--- src/rtl/tlul_pkg.sv ---
// Shared TL-UL opcode constants and interconnect FSM state encoding.
package tlul_pkg;

  localparam logic [2:0] OP_PUT_FULL_DATA    = 3'd0;
  localparam logic [2:0] OP_PUT_PARTIAL_DATA = 3'd1;
  localparam logic [2:0] OP_GET              = 3'd4;
  localparam logic [2:0] OP_ACCESS_ACK       = 3'd0;
  localparam logic [2:0] OP_ACCESS_ACK_DATA  = 3'd1;

  typedef enum logic [1:0] {
    IDLE,
    ISSUE,
    WAIT_D,
    RESP
  } tlul_state_e;

  function automatic logic opcode_legal(input logic [2:0] opcode);
    return (opcode == OP_PUT_FULL_DATA) || (opcode == OP_PUT_PARTIAL_DATA) ||
           (opcode == OP_GET);
  endfunction

endpackage

--- src/rtl/tlul_rr_arbiter.sv ---
// 3-way round-robin arbiter: one-hot grant from the priority pointer,
// pointer moves past the granted master when the grant is accepted.
module tlul_rr_arbiter (
  input  logic       clk_100,
  input  logic       reset,
  input  logic [2:0] req,
  input  logic       advance,
  output logic [2:0] gnt,
  output logic [1:0] gnt_idx
);

  logic [1:0] ptr;
  logic [1:0] first;
  logic [1:0] second;
  logic [1:0] third;

  always_comb begin
    first   = 2'd0;
    second  = 2'd1;
    third   = 2'd2;
    case (ptr)
      2'd1: begin first = 2'd1; second = 2'd2; third = 2'd0; end
      2'd2: begin first = 2'd2; second = 2'd0; third = 2'd1; end
      default: ;
    endcase
    gnt     = '0;
    gnt_idx = 2'd0;
    if (req[first])       gnt_idx = first;
    else if (req[second]) gnt_idx = second;
    else if (req[third])  gnt_idx = third;
    if (|req) gnt[gnt_idx] = 1'b1;
  end

  always_ff @(posedge clk_100 or negedge reset) begin
    if (!reset) begin
      ptr <= 2'd0;
    end else if (advance && (|req)) begin
      ptr <= (gnt_idx == 2'd2) ? 2'd0 : gnt_idx + 2'd1;
    end
  end

endmodule

--- src/rtl/tlul_interconnect.sv ---
// TL-UL 3:1 interconnect: round-robin A arbitration, single-window decode,
// local error responses for misses, one outstanding transaction.
//
// state  | meaning
// IDLE   | arbitrate and accept one A request
// ISSUE  | present captured request downstream
// WAIT_D | wait for downstream D response
// RESP   | present response to the granted master
module tlul_interconnect
  import tlul_pkg::*;
#(
  parameter int unsigned NUM_MASTERS  = 3,
  parameter int unsigned ADDR_WIDTH   = 32,
  parameter int unsigned DATA_WIDTH   = 32,
  parameter int unsigned MASK_WIDTH   = DATA_WIDTH / 8,
  parameter int unsigned SIZE_WIDTH   = 3,
  parameter int unsigned SRC_WIDTH    = 2,
  parameter int unsigned SINK_WIDTH   = 1,
  parameter int unsigned OPCODE_WIDTH = 3,
  parameter int unsigned PARAM_WIDTH  = 3,
  parameter logic [ADDR_WIDTH-1:0] SLAVE_BASE = 32'h0000_0000,
  parameter logic [ADDR_WIDTH-1:0] SLAVE_MASK = 32'hFFFF_F000
) (
  input  logic                                clk_100,
  input  logic                                reset,
  input  logic [NUM_MASTERS-1:0]              master_a_valid,
  output logic [NUM_MASTERS-1:0]              master_a_ready,
  input  logic [NUM_MASTERS*OPCODE_WIDTH-1:0] master_a_opcode,
  input  logic [NUM_MASTERS*PARAM_WIDTH-1:0]  master_a_param,
  input  logic [NUM_MASTERS*SIZE_WIDTH-1:0]   master_a_size,
  input  logic [NUM_MASTERS*SRC_WIDTH-1:0]    master_a_source,
  input  logic [NUM_MASTERS*ADDR_WIDTH-1:0]   master_a_address,
  input  logic [NUM_MASTERS*MASK_WIDTH-1:0]   master_a_mask,
  input  logic [NUM_MASTERS*DATA_WIDTH-1:0]   master_a_data,
  output logic [NUM_MASTERS-1:0]              master_d_valid,
  input  logic [NUM_MASTERS-1:0]              master_d_ready,
  output logic [NUM_MASTERS*OPCODE_WIDTH-1:0] master_d_opcode,
  output logic [NUM_MASTERS*PARAM_WIDTH-1:0]  master_d_param,
  output logic [NUM_MASTERS*SIZE_WIDTH-1:0]   master_d_size,
  output logic [NUM_MASTERS*SRC_WIDTH-1:0]    master_d_source,
  output logic [NUM_MASTERS*SINK_WIDTH-1:0]   master_d_sink,
  output logic [NUM_MASTERS*DATA_WIDTH-1:0]   master_d_data,
  output logic [NUM_MASTERS-1:0]              master_d_error,
  output logic                                slave_a_valid,
  input  logic                                slave_a_ready,
  output logic [OPCODE_WIDTH-1:0]             slave_a_opcode,
  output logic [PARAM_WIDTH-1:0]              slave_a_param,
  output logic [SIZE_WIDTH-1:0]               slave_a_size,
  output logic [SRC_WIDTH-1:0]                slave_a_source,
  output logic [ADDR_WIDTH-1:0]               slave_a_address,
  output logic [MASK_WIDTH-1:0]               slave_a_mask,
  output logic [DATA_WIDTH-1:0]               slave_a_data,
  input  logic                                slave_d_valid,
  output logic                                slave_d_ready,
  input  logic [OPCODE_WIDTH-1:0]             slave_d_opcode,
  input  logic [PARAM_WIDTH-1:0]              slave_d_param,
  input  logic [SIZE_WIDTH-1:0]               slave_d_size,
  input  logic [SRC_WIDTH-1:0]                slave_d_source,
  input  logic [SINK_WIDTH-1:0]               slave_d_sink,
  input  logic [DATA_WIDTH-1:0]               slave_d_data,
  input  logic                                slave_d_error
);

  tlul_state_e state, state_next;

  logic [NUM_MASTERS-1:0] gnt;
  logic [1:0]             gnt_idx;
  logic [1:0]             grant_q;
  logic                   idle_accept;
  logic                   sel_hit;

  logic [OPCODE_WIDTH-1:0] sel_opcode;
  logic [PARAM_WIDTH-1:0]  sel_param;
  logic [SIZE_WIDTH-1:0]   sel_size;
  logic [SRC_WIDTH-1:0]    sel_source;
  logic [ADDR_WIDTH-1:0]   sel_address;
  logic [MASK_WIDTH-1:0]   sel_mask;
  logic [DATA_WIDTH-1:0]   sel_data;

  logic [OPCODE_WIDTH-1:0] req_opcode;
  logic [PARAM_WIDTH-1:0]  req_param;
  logic [SIZE_WIDTH-1:0]   req_size;
  logic [SRC_WIDTH-1:0]    req_source;
  logic [ADDR_WIDTH-1:0]   req_address;
  logic [MASK_WIDTH-1:0]   req_mask;
  logic [DATA_WIDTH-1:0]   req_data;

  logic [OPCODE_WIDTH-1:0] rsp_opcode;
  logic [PARAM_WIDTH-1:0]  rsp_param;
  logic [SIZE_WIDTH-1:0]   rsp_size;
  logic [SRC_WIDTH-1:0]    rsp_source;
  logic [SINK_WIDTH-1:0]   rsp_sink;
  logic [DATA_WIDTH-1:0]   rsp_data;
  logic                    rsp_error;

  tlul_rr_arbiter u_arbiter (
    .clk_100 (clk_100),
    .reset   (reset),
    .req     (master_a_valid),
    .advance (idle_accept),
    .gnt     (gnt),
    .gnt_idx (gnt_idx)
  );

  // Gated by reset so master_a_ready is low while reset is held, even in IDLE.
  assign idle_accept    = (state == IDLE) && reset && (|master_a_valid);
  assign master_a_ready = idle_accept ? gnt : '0;

  assign sel_opcode  = master_a_opcode[gnt_idx*OPCODE_WIDTH +: OPCODE_WIDTH];
  assign sel_param   = master_a_param[gnt_idx*PARAM_WIDTH +: PARAM_WIDTH];
  assign sel_size    = master_a_size[gnt_idx*SIZE_WIDTH +: SIZE_WIDTH];
  assign sel_source  = master_a_source[gnt_idx*SRC_WIDTH +: SRC_WIDTH];
  assign sel_address = master_a_address[gnt_idx*ADDR_WIDTH +: ADDR_WIDTH];
  assign sel_mask    = master_a_mask[gnt_idx*MASK_WIDTH +: MASK_WIDTH];
  assign sel_data    = master_a_data[gnt_idx*DATA_WIDTH +: DATA_WIDTH];
  assign sel_hit     = ((sel_address & SLAVE_MASK) == SLAVE_BASE) && opcode_legal(sel_opcode);

  assign slave_a_opcode  = req_opcode;
  assign slave_a_param   = req_param;
  assign slave_a_size    = req_size;
  assign slave_a_source  = req_source;
  assign slave_a_address = req_address;
  assign slave_a_mask    = req_mask;
  assign slave_a_data    = req_data;

  always_ff @(posedge clk_100 or negedge reset) begin
    if (!reset) begin
      state <= IDLE;
    end else begin
      state <= state_next;
    end
  end

  always_comb begin
    state_next      = state;
    slave_a_valid   = 1'b0;
    slave_d_ready   = 1'b0;
    master_d_valid  = '0;
    master_d_opcode = '0;
    master_d_param  = '0;
    master_d_size   = '0;
    master_d_source = '0;
    master_d_sink   = '0;
    master_d_data   = '0;
    master_d_error  = '0;
    case (state)
      IDLE: begin
        if (idle_accept) state_next = sel_hit ? ISSUE : RESP;
      end
      ISSUE: begin
        slave_a_valid = 1'b1;
        if (slave_a_ready) state_next = WAIT_D;
      end
      WAIT_D: begin
        slave_d_ready = 1'b1;
        if (slave_d_valid) state_next = RESP;
      end
      RESP: begin
        master_d_valid[grant_q]                                 = 1'b1;
        master_d_opcode[grant_q*OPCODE_WIDTH +: OPCODE_WIDTH]  = rsp_opcode;
        master_d_param[grant_q*PARAM_WIDTH +: PARAM_WIDTH]     = rsp_param;
        master_d_size[grant_q*SIZE_WIDTH +: SIZE_WIDTH]        = rsp_size;
        master_d_source[grant_q*SRC_WIDTH +: SRC_WIDTH]        = rsp_source;
        master_d_sink[grant_q*SINK_WIDTH +: SINK_WIDTH]        = rsp_sink;
        master_d_data[grant_q*DATA_WIDTH +: DATA_WIDTH]        = rsp_data;
        master_d_error[grant_q]                                 = rsp_error;
        if (master_d_ready[grant_q]) state_next = IDLE;
      end
      default: state_next = IDLE;
    endcase
  end

  always_ff @(posedge clk_100 or negedge reset) begin
    if (!reset) begin
      grant_q     <= '0;
      req_opcode  <= '0;
      req_param   <= '0;
      req_size    <= '0;
      req_source  <= '0;
      req_address <= '0;
      req_mask    <= '0;
      req_data    <= '0;
      rsp_opcode  <= '0;
      rsp_param   <= '0;
      rsp_size    <= '0;
      rsp_source  <= '0;
      rsp_sink    <= '0;
      rsp_data    <= '0;
      rsp_error   <= 1'b0;
    end else if (idle_accept) begin
      grant_q     <= gnt_idx;
      req_opcode  <= sel_opcode;
      req_param   <= sel_param;
      req_size    <= sel_size;
      req_source  <= sel_source;
      req_address <= sel_address;
      req_mask    <= sel_mask;
      req_data    <= sel_data;
      // Misses and illegal opcodes are answered locally from RESP.
      if (!sel_hit) begin
        rsp_opcode <= (sel_opcode == OP_GET) ? OP_ACCESS_ACK_DATA : OP_ACCESS_ACK;
        rsp_param  <= '0;
        rsp_size   <= sel_size;
        rsp_source <= sel_source;
        rsp_sink   <= '0;
        rsp_data   <= '0;
        rsp_error  <= 1'b1;
      end
    end else if ((state == WAIT_D) && slave_d_valid) begin
      rsp_opcode <= slave_d_opcode;
      rsp_param  <= slave_d_param;
      rsp_size   <= slave_d_size;
      rsp_source <= slave_d_source;
      rsp_sink   <= slave_d_sink;
      rsp_data   <= slave_d_data;
      rsp_error  <= slave_d_error;
    end
  end

endmodule

--- config.mk ---
export PLATFORM = sky130hd
export DESIGN_NAME = tlul_interconnect
export DESIGN_NICKNAME = d
export VERILOG_FILES = /design/src/rtl/tlul_pkg.sv /design/src/rtl/tlul_rr_arbiter.sv /design/src/rtl/tlul_interconnect.sv
export SDC_FILE = /design/constraint.sdc
export NUM_CORES = 1
export LEC_CHECK = 0
export CAP_MARGIN = 15
export CORE_AREA = 2 2 199 201
export CTS_CLUSTER_SIZE = 20
export DETAILED_ROUTE_END_ITERATION = 16
export DIE_AREA = 0 0 201 203
export GPL_ROUTABILITY_DRIVEN = 0
export PLACE_DENSITY = 0.46
export RECOVER_POWER = 50
export SYNTH_ARGS = -nofsm -noshare
export SYNTH_HDL_FRONTEND = slang
export SYNTH_SLANG_ARGS = --single-unit
--- constraint.sdc ---
create_clock -name clk_100 -period 2.56 [get_ports clk_100]
set_input_delay 0.64 -clock clk_100 [delete_from_list [all_inputs] [get_ports clk_100]]
set_output_delay 0.64 -clock clk_100 [all_outputs]
set_load 0.03 [all_outputs]
# --- Word level (Yosys, flattened, before mapping) ---
# Index checks and enable logic that the tools add are counted.
# Widths: inputs -> output; s select.
totals:
  reg_bits: 130
  in_bits: 292
  out_inout_bits: 222
  wordCells: 143
op_classes:
  addsub: 5
  mul: 2
  n_lt_le_gt_ge: 7
  eq_ne: 13
  n_shift: 17
  mux: 59
  bitwise_logic: 7
  n_reduce_logical: 16
op_table:
  columns: ["operator", "count"]
  rows:
  - ["$shiftx 96x8->32", 2]
  - ["$shiftx 3x34->9", 3]
  - ["$and 96x96->96", 1]
  - ["$mux 32", 3]
  - ["$mux 96", 1]
  - ["$shift 32x34->96 const A", 1]
  - ["$shiftx 32x34->96", 1]
  - ["$mux 3", 14]
  - ["$neg 2->34", 1]
  - ["$neg 3->34", 1]
  - ["$neg 4->34", 1]
  - ["$neg 7->34", 1]
  - ["$shift 1x34->3 const A", 1]
  - ["$shift 2x34->6 const A", 1]
  - ["$shift 3x34->9 const A", 1]
  - ["$shiftx 1x34->3", 1]
  - ["$shiftx 2x34->6", 1]
  - ["$logic_not 32->1", 1]
  - ["$and 9x9->9", 3]
  - ["$mux 9", 3]
  - ["$shiftx 9x5->3", 3]
  - ["$mux 2", 12]
  - ["$lt 2x3->1 const B", 5]
  - ["$mux 1", 15]
  - ["25 further kinds", 49]

# --- Logic depth before layout (Yosys ltp) ---
logic_depth:
  depth_word: 16
  depth_mapped: 12
  depth_no_buf: 9

# --- Cells and area by module ---
# Synthesis repeated with hierarchy kept, for this count alone.
unflattened:
  hier_cells: 936
  area_unflattened_um2: 7936.4
modules_own_cells:
  columns: ["mod", "n_inst", "cells_per_inst", "area_per_inst_um2", "seq_area_each_um2"]
  rows:
  - ["tlul_interconnect", 1, 902, 7638.6, 3203.1]
  - ["tlul_rr_arbiter", 1, 34, 297.8, 50.0]

# --- Worst setup path before layout ---
# Ideal clock, no wire load.
synth_timing:
  path_kind: "register to output"
  from: "register u_arbiter.ptr[0]"
  to: "output port master_a_ready[0]"
  arrival_ps: 2216
  t_required_ps: 1920
  slack_ps: -296
  stages_incl_launch_ff: 8
  path_buffers: 1
  cell_sequence: "dfrtp_1 > inv_1 > ha_1 > nand2b_1 > o32a_1 > o211ai_1 > clkbuf_1 > nor2b_1"
synth_via:
  elab_chain_cells: 13
  word_cells_on_any_way: 21
  cone_classes: "order compare: 2; eq/ne: 2; mux: 16; reduce/logical: 1"
synth_lines:
  columns: ["item", "line_no", "text"]
  rows:
  - ["start, declared", "tlul_rr_arbiter.sv:12", "logic [1:0] ptr;"]
  - ["start signal, assigned", "tlul_rr_arbiter.sv:38", "ptr <= (gnt_idx == 2'd2) ? 2'd0 : gnt_idx + 2'd1;"]
  - ["$eq 2x2->1 or $eq 2x1->1 (tied branches)", "tlul_rr_arbiter.sv:21", "case (ptr)"]
  - ["$pmux 2 s2", "tlul_rr_arbiter.sv:21", null]
  - ["$bmux 1 s2", "tlul_rr_arbiter.sv:30", "else if (req[third]) gnt_idx = third;"]
  - ["$mux 1 (implied by the code)", "tlul_rr_arbiter.sv:30", null]
  - ["$mux 2", "tlul_rr_arbiter.sv:30", null]
  - ["$mux 2", "tlul_rr_arbiter.sv:29", "else if (req[second]) gnt_idx = second;"]
  - ["$mux 2 *", "tlul_rr_arbiter.sv:28", "if (req[first]) gnt_idx = first;"]
  - ["$lt 2x3->1 (implied by the code) or $ge 2x1->1 (tied branches)", "tlul_rr_arbiter.sv:31", "if (|req) gnt[gnt_idx] = 1'b1;"]
  - ["$logic_and 1x1->1 (implied by the code)", "tlul_rr_arbiter.sv:31", null]
  - ["$mux 1 (implied by the code)", "tlul_rr_arbiter.sv:31", null]
  - ["$demux 1 s2 *", null, null]
  - ["$mux 3 *", "tlul_rr_arbiter.sv:31", null]
  - ["$mux 3 *", "tlul_interconnect.sv:107", "assign master_a_ready = idle_accept ? gnt : '0;"]
  - ["end, declared", "tlul_interconnect.sv:27", "output logic [NUM_MASTERS-1:0] master_a_ready,"]
# Mark *: on every way between the ends. The rest lies on a longest branch, timed or not. The select of a mux whose other input is x is not followed.

# --- Worst setup path after layout ---
layout_timing:
  from: "register grant_q[0]"
  to: "output port master_d_data[40]"
layout_via:
  elab_chain_cells: 4
  word_cells_on_any_way: 5
  cone_classes: "add/sub: 1; shift: 2; mux: 1; bitwise: 1"
layout_lines:
  columns: ["item", "line_no", "text"]
  rows:
  - ["start, declared", "tlul_interconnect.sv:68", "logic [1:0] grant_q;"]
  - ["start signal, assigned", "tlul_interconnect.sv:191", "grant_q <= gnt_idx;"]
  - ["$neg 7->34 *", "tlul_interconnect.sv:165", "master_d_data[grant_q*DATA_WIDTH +: DATA_WIDTH] = rsp_data;"]
  - ["$shiftx 32x34->96 or $shift 32x34->96 (tied branches)", "tlul_interconnect.sv:165", null]
  - ["$and 96x96->96 (no line) *", null, null]
  - ["$mux 96 *", "tlul_interconnect.sv:146", "case (state)"]
  - ["end, declared", "tlul_interconnect.sv:42", "output logic [NUM_MASTERS*DATA_WIDTH-1:0] master_d_data,"]
# Mark *: on every way between the ends. The rest lies on a longest branch, timed or not.

==> qor.yml <==
vias_per_cell: 4.62
cts.clk_slew.worst_paths_ns: 0.07
hold_violations: 0
io_pins: 514
antenna_found_initial: 1
seqPwrFrac_pct: 22.3
drv_slew: 131
cts_root_buffer: "clkbuf_16"
outcome: "finished, violations left"
fin_util_pct: 41.7
p_comb_share_pct: 62.1
nNetsFinal: 1734
htreeDepth: 4
grt-ovfl-total: 0
dr.pass1.iters: 8
avgSynthCellArea_um2: 8.89
synth.largest_area_cell: "dfrtp_1"
rsz0062_at_grt: "yes"
place_hpwl_mm: 32.2
die_y_um: 203
critical_path_class: "register to output pin"
powerDensity_nw_per_um2: 1000
fin_crit_sh_pct: 112
synth_top_area_share_pct: 45.3
nFillCells: 3792
num_vias: 9061
core_um2: 38500
max-vdd-ir-drop_uv: 426
cts_tree: "done"
grt_max_degree: 131
power_uw: 16100
seq_area_um2: 3250
port_buffers: 513
swShare_pct: 43.5
drv_cap: 1
multiInputGateArea_um2: 4340
switchingPower_uw: 7000
first_iter_violations: 713
clockBufferDepth: 2
finClkSkew_ns: 0.00889
top_layer: "met4"
syn-num-nets: 1111
yosys_warnings: 0
worst_hold_path_type: "register to register"
post_synth_num_cell_types: 39
period_needed_ns: 2.86
p_int_uw: 9100
ys_seq_area_share_pct: 45.3
grt_pass1_wl_mm: 62.0
start_util_pct: 18.7
failed_checks: "capacitance limit, slew limit, setup timing"
synthArstFlopShare_pct: 100
area_growth_pct: 123
ant_nets: 0
clock-sinks: 130
route.met3.wl_mm: 2.66
synthCells: 808
layout_setup_ws_ns: -0.302
setup-tns-final_ns: -35.83
leakagePower_uw: 0.00690
synthTopCellsByArea: "dfrtp_1 (45%), and2_1 (12%), a222oi_1 (11%), nand2_1 (9.2%), o21ai_0 (5.0%)"
clk_latency_ns: 0.43
cp.required_ns: 1.92
wl_met1_mm: 16.4
die_area_um2: 40800
grt.total_usage_pct: 20.4
drive_gt1_share_pct: 37.9
netlist_area_um2: 7190
arrival_ns: 2.22
dieWidth_um: 201
grt_pass1_vias: 9374
dr_wl_met2_mm: 24.4
relSlewSlack_pct: -30.1
hold_ws_ns: 0.479
synth-seq-cells: 130
stdcell_count: 1962
cp_max_fo: 7
fmax_ghz: 0.349
placed_cells: 1871
p_clk_share_pct: 15.5
wl_mm: 44.6
placementRows: 72
remaining_drc_errors: 0
cts_buffers: 17
synthFlopType: "dfrtp_1"
wl_per_cell_um: 22.7
end_kind: "output pin"
diodes: 0
synth-edff-count: 0
setup_violations: 188
tightest_slew_ns: 1.95
setup.worst_path.start_class: "register"
cts_hold_buf: 0
[through the flow]
stage	setup WS [ns]	instance area (um2)
after global routing	-0.380	16100
after CTS	-0.365	15500
after floorplan	-0.0661	7290
after global placement	-0.929	13400
final	-0.302	16100
after detailed placement	-0.923	13400
[state kept, by name, indices dropped and copies added, names as in the netlist, 2 cells and up]
| register | flops |
|---|---|
| slave_a_source | 2 |
| rsp_size | 3 |
| slave_a_size | 3 |
| slave_a_param | 3 |
| slave_a_mask | 4 |
| rsp_data | 32 |
| state | 2 |
| slave_a_opcode | 3 |
| slave_a_address | 32 |
| rsp_param | 3 |
| rsp_opcode | 3 |
| rsp_source | 2 |
| u_arbiter.ptr | 2 |
| grant_q | 2 |
| slave_a_data | 32 |
[layer usage]
metal	up-vias	track usage, %
li1	4182	-
met1	4412	22.3
met2	418	39.7
met3	49	3.92
met4	0	6.03
met5	-	0
[cell usage after synthesis, types with 2 or more instances]
library cell and instances:
buf_1 2, or4_1 2, nand2_1 176, a21oi_1 35, buf_6 6, clkbuf_1 62, o221ai_1 6, nand4b_1 3
nor2_1 7, a21oi_2 10, dfrtp_1 130, a21o_1 5, a222oi_1 77, a2bb2oi_1 2, and3_1 9, nor4_1 12
and2_1 135, o21ai_0 72, or2_2 5, o211ai_1 4, nor2b_1 5, nand3_1 9, inv_1 8, ha_1 11
[layout by cell type, fill, tap and decap left out, types with 5 or more instances in the layout]
cell type	n
o21ai_1	30
buf_8	5
a21oi_2	30
dfrtp_1	130
nand2_1	174
a21o_1	5
buf_16	8
buf_6	152
and2_4	130
nand3_1	7
buf_12	25
o21ai_0	36
a21oi_1	13
ha_4	7
clkbuf_16	24
clkdlybuf4s50_1	363
dlygate4sd2_1	8
a222oi_1	77
o21ai_2	7
nor4_1	6
buf_4	98
and2_1	5
[cell families (layout without fill, tap and decap cells)]
family,Yosys count,count (layout),share of synthesized area [%]
adders and majority gates,11,11,1.92
AOI/OAI and AO/OA,221,222,22.5
muxes,1,1,0.139
buffers and inverters,79,714,4.77
and+or+nand+nor,366,366,25.5
DFF,130,130,45.3
[power by group through the flow]
stage                     registers [uW]  clock network (uW)  logic (uW)
after global placement              3530                   0        8150
after global routing                3700                2670       10600
after CTS                           3580                2590        8920
final                               3600                2500       10000
after detailed placement            3580                   0        8180
after floorplan                     4430                   0        3130
[layout make-up]
cell class                      count  area share [%]
Clock buffer                       17            2.65
Clock inverter                     15           0.990
Inverter                            8           0.187
Multi-Input combinational cell    600            27.1
Sequential cell                   130            20.3
Tap cell                          518            4.04
Timing Repair Buffer              674            44.8
[repair_timing]
| item | in CTS | in global routing |
|---|---|---|
| gates cloned | 13 | 10 |
| buffers inserted | 26 | 21 |
| resized for setup | 297 | 156 |
| pin swaps | 14 | 48 |
| setup endpoints to repair | 216 | 253 |
[critical path, cell delays in order (launching register included)]
cell and delay [ns]:
dfrtp_1 0.42, inv_2 0.07, buf_6 0.12, ha_4 0.27, and3_4 0.18, nor2b_4 0.15, buf_12 0.17, buf_12 0.14
and2_4 0.15, buf_6 0.12
[worst paths after layout]
kind / start / slack, ns / depth (start not counted) / to
max reg2reg: u_arbiter.ptr[1] / -0.15 / 12 / rsp_data[27]
max in group asynchronous: reset / 0.32 / 2 / rsp_size[2]
min in group asynchronous: reset / 1.01 / 2 / slave_a_size[0]
min reg2reg: slave_a_data[3] / 0.48 / 2 / slave_a_data[3]
max: grant_q[0] / -0.30 / 9 / master_d_data[40]
min: slave_a_data[3] / 0.48 / 2 / slave_a_data[3]
Note: power is estimated with default switching activity, not from simulation.
